==> src/rtl/sort_sched_pkg.sv <==
// Shared types and defaults for the sort job scheduler: FSM state encoding,
// default sizing and a lane popcount helper.
package sort_sched_pkg;

    typedef enum logic [1:0] {
        IDLE  = 2'd0,
        FEED  = 2'd1,
        DRAIN = 2'd2
    } state_t;

    // Default sizing; the top exposes these as overridable parameters.
    localparam int SORT_NUM_REQ  = 4;
    localparam int SORT_MAX_LEN  = 16;
    localparam int SORT_DATA_W   = $clog2(SORT_MAX_LEN);
    localparam int SORT_OUT_PORT = 2;
    localparam int SORT_TIMEOUT  = 4096;

    localparam int ID_W  = $clog2(SORT_NUM_REQ);
    localparam int CNT_W = $clog2(SORT_MAX_LEN + 1);

    // Number of set bits; callers zero-extend their lane vector to 64 bits.
    function automatic logic [6:0] popcount(input logic [63:0] v);
        logic [6:0] n;
        n = '0;
        for (int i = 0; i < 64; i++) begin
            n = n + 7'(v[i]);
        end
        return n;
    endfunction

endpackage

==> src/rtl/sort_rr_arbiter.sv <==
// Round-robin pick: the first active request at or after the pointer wins.
// Purely combinational; the top registers the result at grant time.
module sort_rr_arbiter
    import sort_sched_pkg::*;
#(
    parameter int NUM_REQ = SORT_NUM_REQ,
    parameter int ID_BITS = $clog2(NUM_REQ)
) (
    input  logic [NUM_REQ-1:0] req,
    input  logic [ID_BITS-1:0] ptr,
    output logic [NUM_REQ-1:0] gnt,
    output logic [ID_BITS-1:0] gnt_id,
    output logic               any_req
);

    assign any_req = |req;

    // Walk offsets from farthest to nearest so the nearest active request wins.
    always_comb begin
        gnt_id = '0;
        for (int k = NUM_REQ - 1; k >= 0; k--) begin
            if (req[(int'(ptr) + k) % NUM_REQ]) begin
                gnt_id = ID_BITS'((int'(ptr) + k) % NUM_REQ);
            end
        end
    end

    generate
        for (genvar gi = 0; gi < NUM_REQ; gi++) begin : g_onehot
            assign gnt[gi] = any_req && (gnt_id == ID_BITS'(gi));
        end
    endgenerate

endmodule

==> src/rtl/sort_job_scheduler.sv <==
// Time-shares one sort engine between NUM_REQ requesters, one frame per job.
// IDLE grants round-robin, FEED streams the owner's keys into the engine and
// marks the final key with done, DRAIN returns the engine output tagged with
// the owner's ID and checks that the returned key count matches.
module sort_job_scheduler
    import sort_sched_pkg::*;
#(
    parameter int NUM_REQ    = SORT_NUM_REQ,
    parameter int DATA_WIDTH = SORT_DATA_W,
    parameter int MAX_LEN    = SORT_MAX_LEN,
    parameter int OUT_PORT   = SORT_OUT_PORT,
    parameter int TIMEOUT    = SORT_TIMEOUT
) (
    input  logic                           clk,
    input  logic                           rst,
    input  logic [NUM_REQ-1:0]             req_vld_i,
    input  logic [NUM_REQ*DATA_WIDTH-1:0]  req_data_i,
    input  logic [NUM_REQ-1:0]             req_last_i,
    input  logic [NUM_REQ-1:0]             req_mode_i,
    output logic [NUM_REQ-1:0]             req_rdy_o,
    output logic                           sort_vld_o,
    output logic [DATA_WIDTH-1:0]          sort_data_o,
    output logic                           sort_done_o,
    output logic                           sort_mode_o,
    input  logic [OUT_PORT-1:0]            sort_out_vld_i,
    input  logic [OUT_PORT*DATA_WIDTH-1:0] sort_out_data_i,
    input  logic                           sort_out_done_i,
    output logic [OUT_PORT-1:0]            rsp_vld_o,
    output logic [OUT_PORT*DATA_WIDTH-1:0] rsp_data_o,
    output logic [$clog2(NUM_REQ)-1:0]     rsp_id_o,
    output logic                           rsp_done_o,
    output logic                           err_o,
    output logic                           busy_o
);

    localparam int ID_BITS  = $clog2(NUM_REQ);
    localparam int CNT_BITS = $clog2(MAX_LEN + 1);
    localparam int TMR_BITS = $clog2(TIMEOUT + 1);

    localparam logic [CNT_BITS-1:0] LEN_LAST  = CNT_BITS'(MAX_LEN - 1);
    localparam logic [CNT_BITS-1:0] LEN_MAX   = CNT_BITS'(MAX_LEN);
    localparam logic [TMR_BITS-1:0] TMR_LAST  = TMR_BITS'(TIMEOUT - 1);
    localparam logic [TMR_BITS-1:0] TMR_MAX   = TMR_BITS'(TIMEOUT);

    state_t               state_reg;
    logic [ID_BITS-1:0]   gnt_id_reg;
    logic [ID_BITS-1:0]   ptr_reg;
    logic [CNT_BITS-1:0]  len_cnt_reg;
    logic [CNT_BITS-1:0]  out_cnt_reg;
    logic [TMR_BITS-1:0]  timer_reg;

    logic [NUM_REQ-1:0]   arb_gnt;
    logic [ID_BITS-1:0]   arb_id;
    logic                 arb_any;

    logic [DATA_WIDTH-1:0] key_sel;
    logic                  key_take;
    logic                  key_final;
    logic [ID_BITS-1:0]    ptr_next;
    logic [CNT_BITS-1:0]   len_inc;
    logic [CNT_BITS-1:0]   out_cnt_next;
    logic [TMR_BITS-1:0]   timer_inc;
    logic [6:0]            beat_cnt;
    int                    out_sum;

    sort_rr_arbiter #(
        .NUM_REQ (NUM_REQ),
        .ID_BITS (ID_BITS)
    ) u_arb (
        .req     (req_vld_i),
        .ptr     (ptr_reg),
        .gnt     (arb_gnt),
        .gnt_id  (arb_id),
        .any_req (arb_any)
    );

    // rdy is only ever set for the owner while in FEED, so it doubles as the accept qualifier.
    assign key_sel   = req_data_i[gnt_id_reg*DATA_WIDTH +: DATA_WIDTH];
    assign key_take  = (state_reg == FEED) && req_vld_i[gnt_id_reg] && req_rdy_o[gnt_id_reg];
    assign key_final = req_last_i[gnt_id_reg] || (len_cnt_reg == LEN_LAST);
    assign ptr_next  = (gnt_id_reg == ID_BITS'(NUM_REQ - 1)) ? '0 : gnt_id_reg + ID_BITS'(1);
    assign len_inc   = (len_cnt_reg == LEN_MAX) ? len_cnt_reg : len_cnt_reg + CNT_BITS'(1);
    assign timer_inc = (timer_reg == TMR_MAX) ? timer_reg : timer_reg + TMR_BITS'(1);
    assign beat_cnt  = popcount(64'(sort_out_vld_i));
    assign busy_o    = (state_reg != IDLE);

    // Saturating running total of keys returned by the engine, including this cycle's lanes.
    always_comb begin
        out_sum      = int'(out_cnt_reg) + int'(beat_cnt);
        out_cnt_next = (out_sum > MAX_LEN) ? LEN_MAX : CNT_BITS'(out_sum);
    end

    // Job FSM with its counters and the registered engine/requester-facing outputs.
    always_ff @(posedge clk or negedge rst) begin
        if (!rst) begin
            state_reg   <= IDLE;
            gnt_id_reg  <= '0;
            ptr_reg     <= '0;
            len_cnt_reg <= '0;
            out_cnt_reg <= '0;
            timer_reg   <= '0;
            req_rdy_o   <= '0;
            sort_vld_o  <= 1'b0;
            sort_data_o <= '0;
            sort_done_o <= 1'b0;
            sort_mode_o <= 1'b0;
            rsp_vld_o   <= '0;
            rsp_data_o  <= '0;
            rsp_id_o    <= '0;
            rsp_done_o  <= 1'b0;
            err_o       <= 1'b0;
        end else begin
            sort_vld_o  <= 1'b0;
            sort_done_o <= 1'b0;
            rsp_vld_o   <= '0;
            rsp_done_o  <= 1'b0;
            err_o       <= 1'b0;

            case (state_reg)
                IDLE: begin
                    if (arb_any) begin
                        gnt_id_reg  <= arb_id;
                        sort_mode_o <= req_mode_i[arb_id];
                        req_rdy_o   <= arb_gnt;
                        len_cnt_reg <= '0;
                        state_reg   <= FEED;
                    end
                end

                FEED: begin
                    if (key_take) begin
                        sort_data_o <= key_sel;
                        sort_vld_o  <= 1'b1;
                        len_cnt_reg <= len_inc;
                        if (key_final) begin
                            sort_done_o <= 1'b1;
                            req_rdy_o   <= '0;
                            out_cnt_reg <= '0;
                            timer_reg   <= '0;
                            rsp_id_o    <= gnt_id_reg;
                            // A frame cut at capacity is still sorted, but flagged.
                            err_o       <= !req_last_i[gnt_id_reg];
                            state_reg   <= DRAIN;
                        end
                    end
                end

                DRAIN: begin
                    rsp_vld_o   <= sort_out_vld_i;
                    rsp_data_o  <= sort_out_data_i;
                    out_cnt_reg <= out_cnt_next;
                    timer_reg   <= timer_inc;
                    if (sort_out_done_i) begin
                        rsp_done_o  <= 1'b1;
                        err_o       <= (out_cnt_next != len_cnt_reg);
                        ptr_reg     <= ptr_next;
                        sort_mode_o <= 1'b0;
                        state_reg   <= IDLE;
                    end else if (timer_reg == TMR_LAST) begin
                        // Engine never signalled completion: close the job anyway.
                        rsp_done_o  <= 1'b1;
                        err_o       <= 1'b1;
                        ptr_reg     <= ptr_next;
                        sort_mode_o <= 1'b0;
                        state_reg   <= IDLE;
                    end
                end

                default: begin
                    state_reg <= IDLE;
                end
            endcase
        end
    end

endmodule

==> config.mk <==
export PLATFORM = sky130hd
export DESIGN_NAME = sort_job_scheduler
export DESIGN_NICKNAME = d
export VERILOG_FILES = /design/src/rtl/sort_sched_pkg.sv /design/src/rtl/sort_rr_arbiter.sv /design/src/rtl/sort_job_scheduler.sv
export SDC_FILE = /design/constraint.sdc
export NUM_CORES = 1
export LEC_CHECK = 0
export BUFFER_PORTS_ARGS = -buffer_cell sky130_fd_sc_hd__buf_2
export CORE_MARGIN = 3
export CORE_UTILIZATION = 39
export CTS_CLUSTER_DIAMETER = 30
export DETAILED_ROUTE_END_ITERATION = 7
export PLACE_DENSITY = 0.63
export SYNTH_ARGS = -nofsm -noshare
export SYNTH_HDL_FRONTEND = slang
export SYNTH_SLANG_ARGS = --single-unit
==> constraint.sdc <==
create_clock -name clk -period 5.6 [get_ports clk]
set_clock_uncertainty 0.1 [all_clocks]
set_input_delay 0.28 -clock clk [delete_from_list [all_inputs] [get_ports clk]]
set_output_delay 0.28 -clock clk [all_outputs]
set_load 0.01 [all_outputs]
Yosys cells after proc, flatten, opt, wreduce, memory -nomap -nowiden
Index checks and enable logic that the tools add are counted.
Cells by class
  $add $sub $neg: 8
  reductions and logical operators: 29
  bitwise gates (word level): 3
  shifts and indexed selects: 1
  $mul: 0
  $lt $le $gt $ge: 7
  multiplexer cells: 65
  div/mod/pow operators: 0
  equal/unequal tests: 17
Operators by type and width (count)
  2-to-1 mux 13 bit: 3
  2-to-1 mux 5 bit: 6
  2-to-1 mux 2 bit: 13
  one-hot mux 13 bit (2 select lines): 1
  2-to-1 mux 1 bit: 25
  one-hot mux 5 bit (2 select lines): 2
  binary-select mux 1 bit (select 2 bit): 8
  AND reduction 4 bit: 4
  variable part select 16 x 5 -> 4 bit: 1
  adder 13 x 1 -> 13 bit (second input constant): 1
  equality test 13 x 12 -> 1 bit (second input constant): 1
  equality test 13 bit (second input constant): 1
  less-than comparator 3 x 4 -> 1 bit (second input constant): 3
  2-to-1 mux 4 bit: 3
  nonzero test 2 bit: 5
  less-than comparator 2 x 3 -> 1 bit (second input constant): 3
  AND reduction 3 bit: 3
  equality test 2 bit (second input constant): 4
  inequality test 2 bit (second input constant): 4
  one-hot mux 4 bit (2 select lines): 1
  adder 5 x 2 -> 6 bit: 1
  greater-than comparator 6 x 5 -> 1 bit (second input constant): 1
  logical AND 1 bit: 6
  one-hot mux 2 bit (3 select lines): 1
  other kinds (18): 29
Word-level totals
  memory bits (read-only): 0
  bits of input ports: 41
  word-level logic and storage cells: 146
  memories kept: 0
  flip-flop bits (word level): 54
  latch bits: 0
  bits in writable memories: 0

Depth between registers and ports, before layout
  depth after elaboration: 14
  depth in mapped cells: 11

Modules after synthesis
A second synthesis with hierarchy kept.
Unflattened totals
  cells, all modules: 331
  area total of the unflattened synthesis: 3316.9 um^2
By module, submodules not included
  sort_job_scheduler: cells an instance 298, area an instance 3105.5 um^2, times used 1, sequential area each 1351.3 um^2
  sort_rr_arbiter: cells an instance 33, area an instance 211.5 um^2, times used 1, sequential area each 0.0 um^2

Worst setup path after synthesis
No wires, ideal clock.
  path type: input-to-reg
  start point: input sort_out_vld_i[0]
  end point: register err_o
  library setup time: 0.077 ns
  required time: 5.423 ns
  arrival time: 2.385 ns
  cell stages on the path: 9
  setup slack: 3.038 ns
  path through: inv_1 > fa_1 > inv_1 > ha_1 > or4b_2 > a21oi_1 > nor3_1 > a211o_1 > a21oi_1
On the way
  longest elaborated chain between the ends: 7
RTL lines
  start, declared: line sort_job_scheduler.sv:25  | input logic [OUT_PORT-1:0] sort_out_vld_i,
  adder 1 x 1 -> 2 bit (*): line sort_sched_pkg.sv:26  | n = n + 7'(v[i]);
  adder 5 x 2 -> 6 bit (*): line sort_job_scheduler.sv:89  | out_sum = int'(out_cnt_reg) + int'(beat_cnt);
  greater-than comparator 6 x 5 -> 1 bit: line sort_job_scheduler.sv:90  | out_cnt_next = (out_sum > MAX_LEN) ? LEN_MAX : CNT_BITS'(out_sum);
  2-to-1 mux 5 bit (*): line sort_job_scheduler.sv:90
  inequality test 5 bit (*): line sort_job_scheduler.sv:155  | err_o <= (out_cnt_next != len_cnt_reg);
  2-to-1 mux 1 bit (*): line sort_job_scheduler.sv:153  | if (sort_out_done_i) begin
  one-hot mux 1 bit (2 select lines) (*): line sort_job_scheduler.sv:119  | case (state_reg)
  end signal, assigned: line sort_job_scheduler.sv:142  | err_o <= !req_last_i[gnt_id_reg];
  end signal, assigned: line sort_job_scheduler.sv:155
  end, declared: line sort_job_scheduler.sv:32  | output logic err_o,
Every way passes the cells marked *; elsewhere a longest branch is shown, timed or not.
A chain may end at the register's enable or synchronous reset.

Worst setup path in the final report
  start point: register out_cnt_reg[0]
  end point: register err_o
On the way
  longest elaborated chain between the ends: 6
RTL lines
  start, declared: line sort_job_scheduler.sv:49  | logic [CNT_BITS-1:0] out_cnt_reg;
  start signal, assigned: line sort_job_scheduler.sv:151  | out_cnt_reg <= out_cnt_next;
  adder 5 x 2 -> 6 bit (*): line sort_job_scheduler.sv:89
  greater-than comparator 6 x 5 -> 1 bit: line sort_job_scheduler.sv:90
  2-to-1 mux 5 bit (*): line sort_job_scheduler.sv:90
  inequality test 5 bit (*): line sort_job_scheduler.sv:155
  2-to-1 mux 1 bit (*): line sort_job_scheduler.sv:153
  one-hot mux 1 bit (2 select lines) (*): line sort_job_scheduler.sv:119
Marked as above.

==> results.cfg <==
[logic_synthesis]
muxShareOfSynthArea_pct = 12.4
yosys.area.top_type_share_pct = 43.4
ys_types = 60
yosysSeqAreaShare_pct = 43.4
synthCells = 310
synth-xor-area-share_pct = 3.65
syn_area_um2 = 3120
yosys-top-cells-area = dfrtp_1, mux2_2, mux4_2
yosys.area.top_type = dfrtp_1
ys_ff_latch = 54
synth_most_common_cell = dfrtp_1
synth_ff_type = dfrtp_1
yosys_warnings = 0
synth_top_family_by_area = simple AND/OR/NAND/NOR gates
async_reset_ff_share_pct = 100
synth_simple_gate_area_share_pct = 19.9
synth_edf_count = 0
synth-compound-area-share_pct = 11.9
syn_nets = 362
synthAdderAreaFrac_pct = 4.66
synth_common_cells = dfrtp_1, nand2_1, nor2_1
syn_area_per_cell_um2 = 10.0

[layout]
fill_cells = 734
regArea_um2 = 1350
syn_to_final_growth_pct = 16.0
fin_cells = 473
antenna_cells = 0
multi_input_area_um2 = 1640
layout.nets = 425
layout-drive-gt1-share_pct = 28.3
largest_reg_flops = 13

[clock_network]
cts_setup_buffers = 0
cts_tree = built
postCtsHoldBufs = 0
clk_latency_ns = 0.31
cts_resized = 0
clk_pin_slew_ns = 0.10
cts_buffers = 5
cts_sinks = 54
cts-root-buf = clkbuf_8
h-tree-depth = 2
cts_buffer_depth = 2

[critical_path]
worstPathCellList = inv_1 > fa_1 > inv_1 > ha_1 > or4b_2 > a21oi_1 > nor3_1 > a211o_1 > a21oi_1
worstSetupStartpointType = flop
crit_fanout = 6
arrival_ns = 2.81
worstPathRequired_ns = 5.74
crit_slowest_cell = or4b_2
cp-end-kind = flop
crit_type = reg2reg
cp_slowest_stage_delay_ns = 0.62

[grt]
use_met3_pct = 2.92
grt_max_degree = 55
grt_pass1_vias = 2383
grtUsageMet1_pct = 22.4
grt_pass1_wl_um = 11300
grt_use_total_pct = 15.6
antenna_found_initial = 0
overflow = 0
grt_busiest_layer = met2
gr-usage-met2_pct = 24.4

[floorplanning]
pin_count = 67
die_h_um = 95.4
num_rows = 31
dieArea_um2 = 9100
die_w_um = 95.4
core-area_um2 = 7490
start_util_pct = 41.6

[run_status]
outcome = finished, final reports clean

[placement]
hpwl_um = 5100
dp.cells = 465
gp_congestion = 0.864
port_buffers = 66

[pwr]
pwr-share-clk_pct = 14.5
peakVddDrop_mv = 0.212
p_switching_uw = 605
p_per_area_nw_per_um2 = 419
p_seq_share_pct = 40.1
total_leakage_power_nw = 1.70
combPwrFrac_pct = 45.4
p_int_uw = 908
swShare_pct = 40.0

[timing]
worst_pin_slew_ns = 0.876
drv_slew = 0
max_slew_margin_pct = 41.2
tns_ns = 0
setup_viol = 0
post-route-min-period_ns = 2.68
fmax_ghz = 0.374
rsz0062_at_grt = no
hold_viol = 0
fin_crit_sh_pct = 47.8

[detailed_routing]
drt_wl_total_um = 6760
antenna_left = 0
wl_per_cell_um = 14.3
route.vias.total = 2486
remaining_drc_errors = 0
first_iter_violations = 80
via_per_inst = 5.26
drt_first_pass_iters = 4

[worst_hold_path]
worstHoldPathType = in2async

[flow_run]
cap_violations = 0
metrics by stage:
stage	setup WS, ns	instance area [µm²]	power, mW	util, %	hold slack (ns)
finish	2.92	3610	1.51	48.3	0.00213
global route	2.73	3610	1.65	48.3	0.0609
CTS	2.92	3610	1.53	48.3	0.0288
detailed placement	2.81	3520	1.31	47.1	0.363
global placement	2.89	3520	1.30	47.1	0.356
floorplan	3.04	3120	1.10	-	-0.116
final cells by class:
cell class / count / area share (%)
timing repair buffer: 67 / 9.35
tap: 99 / 3.43
multi-input combinational: 225 / 45.3
clock buffer: 5 / 1.90
sequential: 54 / 37.4
clock inverter: 3 / 0.588
inverter: 20 / 2.08
cells in the final DEF (no fill, tap or decap), types with 3 or more instances in the layout:
master and count:
inv_1 20, a21oi_1 10, dfrtp_1 54, and3_1 5
xor2_1 8, ha_1 10, a32o_1 4, and2_1 5
or3_1 3, mux4_2 7, nor4b_1 4, o21ai_0 13
clkbuf_8 5, xnor2_1 5, nor3_1 8, mux2_2 16
nand2_1 39, buf_2 66, nand4_1 5, nor2_1 24
nand3_1 8, mux2i_1 5
critical path: cells and delay by family, from the launching register on:
family / cells / cell delay [ns]
compound gates: 3 / 0.61
buf+inv: 2 / 0.13
simple gates: 2 / 0.71
fa+ha+maj: 2 / 0.71
flops: 1 / 0.33
power groups by stage:
stage	clock [mW]	sequential [mW]	combinational [mW]
2_1_floorplan	0	0.602	0.503
3_3_place_gp	0	0.613	0.683
3_5_place_dp	0	0.618	0.690
4_1_cts	0.228	0.609	0.696
5_1_grt	0.245	0.630	0.773
6_report	0.220	0.607	0.687
layer usage:
layer	wire length (µm)	share of wire, %	vias up
met5	0	0	-
met3	267	3.9	7
li1	-	-	1237
met2	3190	47	55
met1	3230	48	1187
met4	68	1.0	0
worst paths after layout:
path	start	end	slack (ns)	depth (start not counted)
setup reg to reg	out_cnt_reg[0]$_DFFE_PN0P_	err_o$_DFF_PN0_	2.92	9
max in group asynchronous	rst	sort_mode_o$_DFFE_PN0P_	4.95	2
hold / removal	rst	timer_reg[10]$_DFFE_PN0P_	0.002	2
min in group clk	sort_out_data_i[3]	rsp_data_o[3]$_DFFE_PN0P_	0.10	2
hold reg to reg	rsp_id_o[0]$_DFFE_PN0P_	rsp_id_o[0]$_DFFE_PN0P_	0.38	2
setup / recovery	out_cnt_reg[0]$_DFFE_PN0P_	err_o$_DFF_PN0_	2.92	9
cells by family (layout without fill, tap and decap cells):
family | after synthesis | in the layout
simple gates | 121 | 121
flops | 54 | 54
compound gates | 52 | 52
buf+inv | 31 | 95
mux | 28 | 28
xor+xnor | 13 | 13
fa+ha+maj | 11 | 11
No activity file was read; power rests on OpenSTA's default activity.
